**src/rtl/timer_scheduler.sv**
```systemverilog
// timer_scheduler: round-robin shared seconds countdown for two requesters with prescaled tick.
// Optional `TIMER_SCHED_PAUSE_EN adds a pause input that freezes the countdown in RUN.
module timer_scheduler #(
  parameter int TICK_DIV = 100_000_000,
  parameter int CNT_W = 4
) (
  input  logic             clk100mhz,
  input  logic             rst,
  input  logic [1:0]       req,
  input  logic [CNT_W-1:0] dur0,
  input  logic [CNT_W-1:0] dur1,
`ifdef TIMER_SCHED_PAUSE_EN
  input  logic             pause,
`endif
  output logic [1:0]       grant,
  output logic [1:0]       done,
  output logic             busy,
  output logic [CNT_W-1:0] remain,
  output logic             sec_tick
);
  localparam int PW = TICK_DIV > 1 ? $clog2(TICK_DIV) : 1;
  localparam logic [PW-1:0] LAST = PW'(TICK_DIV - 1);
  typedef enum logic [1:0] {IDLE, RUN, DONE} state_t;
  state_t state;
  logic [PW-1:0] presc, nxt_presc;
  logic [CNT_W-1:0] nd;
  logic [1:0] gv;
  logic last, win, own_req, wrap, hold;
`ifdef TIMER_SCHED_PAUSE_EN
  assign hold = pause;
`else
  assign hold = 1'b0;
`endif
  // Contested requests go to the port that was not granted last.
  assign win = (req[0] & req[1]) ? ~last : req[1];
  assign gv = win ? 2'b10 : 2'b01;
  assign nd = win ? dur1 : dur0;
  assign own_req = |(req & grant);
  assign wrap = presc == LAST;
  assign nxt_presc = wrap ? '0 : presc + 1'b1;
  always_ff @(posedge clk100mhz) begin
    if (rst) begin
      state <= IDLE;
      grant <= 2'b00;
      done <= 2'b00;
      busy <= 1'b0;
      remain <= '0;
      sec_tick <= 1'b0;
      presc <= '0;
      last <= 1'b1;
    end else begin
      done <= 2'b00;
      sec_tick <= 1'b0;
      case (state)
        IDLE: if (|req) begin
          grant <= gv;
          busy <= 1'b1;
          last <= win;
          remain <= nd;
          presc <= '0;
          state <= nd == '0 ? DONE : RUN;
          done <= nd == '0 ? gv : 2'b00;
          sec_tick <= nd != '0 && TICK_DIV == 1;
        end
        RUN: if (!own_req) begin
          state <= IDLE;
          grant <= 2'b00;
          busy <= 1'b0;
          remain <= '0;
          presc <= '0;
        end else if (!hold) begin
          presc <= nxt_presc;
          if (wrap) remain <= remain - CNT_W'(remain != '0);
          if (wrap && remain <= CNT_W'(1)) begin
            state <= DONE;
            done <= grant;
          end else begin
            // sec_tick is high during the cycle whose closing edge wraps the prescaler.
            sec_tick <= nxt_presc == LAST;
          end
        end
        DONE: begin
          state <= IDLE;
          grant <= 2'b00;
          busy <= 1'b0;
        end
        default: state <= IDLE;
      endcase
    end
  end
endmodule
```
**config.mk**
```make
export PLATFORM = sky130hd
export DESIGN_NAME = timer_scheduler
export DESIGN_NICKNAME = d
export VERILOG_FILES = /design/src/rtl/timer_scheduler.sv
export SDC_FILE = /design/constraint.sdc
export NUM_CORES = 1
export LEC_CHECK = 0
export ABC_CLOCK_PERIOD_IN_PS = 3300
export CAP_MARGIN = 20
export CORE_UTILIZATION = 58
export CTS_CLUSTER_SIZE = 20
export DETAILED_ROUTE_END_ITERATION = 10
export PLACE_DENSITY_LB_ADDON = 0.05
export SYNTH_ARGS = -nofsm -noshare
export SYNTH_HDL_FRONTEND = slang
export SYNTH_SLANG_ARGS = --single-unit
```
**constraint.sdc**
```tcl
create_clock -name clk100mhz -period 3.3 [get_ports clk100mhz]
set_clock_uncertainty 0.15 [all_clocks]
set_input_delay 0.66 -clock clk100mhz [delete_from_list [all_inputs] [get_ports clk100mhz]]
set_output_delay 0.66 -clock clk100mhz [all_outputs]
set_load 0.03 [all_outputs]
```
==> metrics.md <==
| Metric | Value |
|---|---|
| Status | `finished clean` |
| Layout area overhead | `13.8%` |
| Via count | `roughly 2500` |
| I/O Buffers | `21` |
| RD Place Congestion | `0.873` |
| Critical-path top delay cell | `o31ai_4` |
| Seq/Total Area, Yosys | `30.8%` |
| Worst-path maximum fanout | `16` |
| Via density | `6.37` |
| WHS Path Cells | `2` |
| Power Density | `420 mW/mm^2` |
| Fmax achieved | `0.373 GHz` |
| Maxcap violations | `0` |
| CTS Hold Bufs | `0` |
| Yosys top cell area share | `30.8%` |
| # diodes | `0` |
| Final-layout fill cell count | `348` |
| Period utilisation layout | `about four fifths` |
| FF-to-FF Start | `presc[9]` |
| Synth top area cells | `dfxtp_1, a311oi_1, nor2_1, nand2_1, a21oi_1` |
| RSZ-0062 raised after global routing | `no` |
| Critical path type | `reg2reg` |
| First-pass GRT wire length | `9.83 mm` |
| Post-Syn Area per Cell | `8.08 um^2` |
| Post-CTS Setup Bufs | `0` |
| CTS Buf Count | `5` |
| Vias in the first global route | `2076` |
| Die Height | `69.0 um` |
| DP HPWL | `4.34 mm` |
| Sum Neg Setup Slack | `0 ns` |
| CP startpoint kind | `register` |
| Drt drc | `0` |
| Final #Nets | `between 300 and 400` |
| Peak VDD IR | `0.000271 V` |
| GRT overflow | `0` |
| Worst-case reg-to-reg path depth | `6` |
| Mapped Cells | `approximately 320` |
| R2r endpoint | `remain[2]` |
| Min-Delay Path Class | `reg2reg` |
| Final hold viol count | `0` |
| CP top delay family | `compound AO/OA/AOI/OAI gates` |
| Most common cell in the netlist | `dfxtp_1` |
| Critical path depth in cells | `6` |
| Antenna Violating Nets Remaining | `0` |
| Slowest stage delay, CP | `0.70 ns` |
| Initial DRT Pass Iterations | `4` |
| Synth warnings | `0` |
| Asr flop ratio synth | `0%` |
| Max-slew violations | `0` |
| CP bufs+invs | `0` |
| Lkg Pwr | `between 1 and 1.5 nW` |
| Worst-margin pin slew | `0.903 ns` |
| Req. time, crit path | `3.31 ns` |
| Max clock buf depth | `2` |
| Initial Utilization | `between 60% and 70%` |
| DR WL/cell | `16.2 um` |
| CP endpoint kind | `register` |
| FF+latch count, synth | `40` |
| Clk_lat worst skew | `0.29 ns` |
| Worst relative slew slack | `39.4%` |
| # resized after CTS | `0` |
| Worst hold start | `grant[1]` |
| Most used DFF post-synth | `dfxtp_1` |
| Arrival time worst endpoint | `2.69 ns` |
| Core area | `0.00414 mm^2` |
| Post-Synthesis Cell Area | `roughly 0.0026 mm^2` |
| Crit path to | `remain[2]` |
| Clock Sinks | `40` |
| Yosys top cell by area | `dfxtp_1` |
| Setup Viol. Count Final | `0` |
| CP startpoint | `presc[9]` |
| GRT Overall Usage | `27.7%` |
| R2R setup slack | `0.62 ns` |
| Die width | `69.0 um` |
| Layout cell share with drive strength beyond 1 | `9.82%` |
| Crit path cell chain | `nor4b_1, nand4_1, o31ai_4, nand2_1, o21ai_0, a21oi_1` |
| Initial drt markers | `202` |
| CTS tree | `built` |
| Top cells by count, synth | `dfxtp_1, nor2_1, nand2_1` |
| EDFF count, synth | `0` |
| Largest net degree at the start of global routing | `39` |
| H-tree depth | `2` |
| Crit path time final | `2.68 ns` |
| Worst hold slack | `0.368 ns` |
| CTS root buffer | `clkbuf_8` |
| Initial antenna violation count | `0` |
| Die area | `~0.0048 mm^2` |
| Synth cell types | `59` |
| Total I/O pin count | `22` |
| Syn_nets | `339` |
| CTS clk-pin slew, worst paths | `0.09 ns` |
| Rows | `23` |
| Routed WL | `6.25 mm` |
==> kinds of logic after synthesis <==
group	after synthesis	synth area share (%)
simple gates	143	31.9
compound gates	88	23.9
flops	40	30.8
buf+inv	30	5.29
xor+xnor	10	3.37
mux	6	2.36
fa+ha+maj	5	2.40
==> stage by stage <==
stage                     utilization [%]  power (mW)  cells  worst slack [ns]  area (um^2)
after floorplan                         -       0.713    322              1.02         2600
after global routing                 71.5        1.29    386             0.439         2960
after CTS                            71.5        1.24    386             0.620         2960
after global placement               68.4       0.802    378             0.460         2840
final                                71.5        1.25    386             0.620         2960
after detailed placement             68.4       0.808    378             0.392         2840
==> area by class of cell <==
| class | instances | area, um^2 | area share [%] |
|---|---|---|---|
| multi-input combinational | 252 | 1660 | 56.2 |
| sequential | 40 | 801 | 27.0 |
| timing repair buffer | 29 | 283 | 9.54 |
| clock buffer | 7 | 96.3 | 3.25 |
| tap | 50 | 62.6 | 2.11 |
| clock inverter | 1 | 30.0 | 1.01 |
| inverter | 7 | 26.3 | 0.887 |
==> per-layer routing <==
metal / share of wire (%) / global-route usage (%) / up-vias
li1: - / - / 1245
met1: 49 / 37.6 / 1141
met2: 45 / 42.7 / 68
met3: 5.2 / 5.59 / 6
met4: 1.1 / 10.2 / 0
met5: 0 / 0 / -
==> tightest hold or removal path: stages (launching register included) <==
cell      delay (ns)
dfxtp_1         0.35
nand2b_1        0.08
a21oi_1         0.05
==> placed cells by master, fill, tap and decap left out, types with 9 or more instances in the layout <==
| master | n |
|---|---|
| dfxtp_1 | 40 |
| nor2_1 | 36 |
| nand2_1 | 30 |
| a21oi_1 | 22 |
| clkdlybuf4s50_1 | 21 |
| a311oi_1 | 18 |
| nand3_1 | 12 |
| o21ai_0 | 11 |
| nor3_1 | 10 |
| a31oi_1 | 9 |
==> flip-flops by register name, summed over array words and instances (netlist names) <==
signal	cells
last	1
remain	4
done	2
presc	27
state	2
busy	1
sec_tick	1
grant	2
==> report_power, final <==
| group | switching (mW) | internal, mW |
|---|---|---|
| registers | 0.0178 | 0.502 |
| logic | 0.169 | 0.111 |
| clock network | 0.178 | 0.267 |
| total | 0.365 | 0.881 |
==> how the worst min path moves through the flow <==
| stage | end | slack [ns] |
|---|---|---|
| floorplan | presc[26] | 0.33 |
| global placement | busy | 0.34 |
| detailed placement | grant[1] | 0.35 |
| CTS | busy | 0.36 |
| global route | grant[1] | 0.39 |
| finish | grant[1] | 0.37 |
Note: power is estimated with default switching activity, not from simulation.
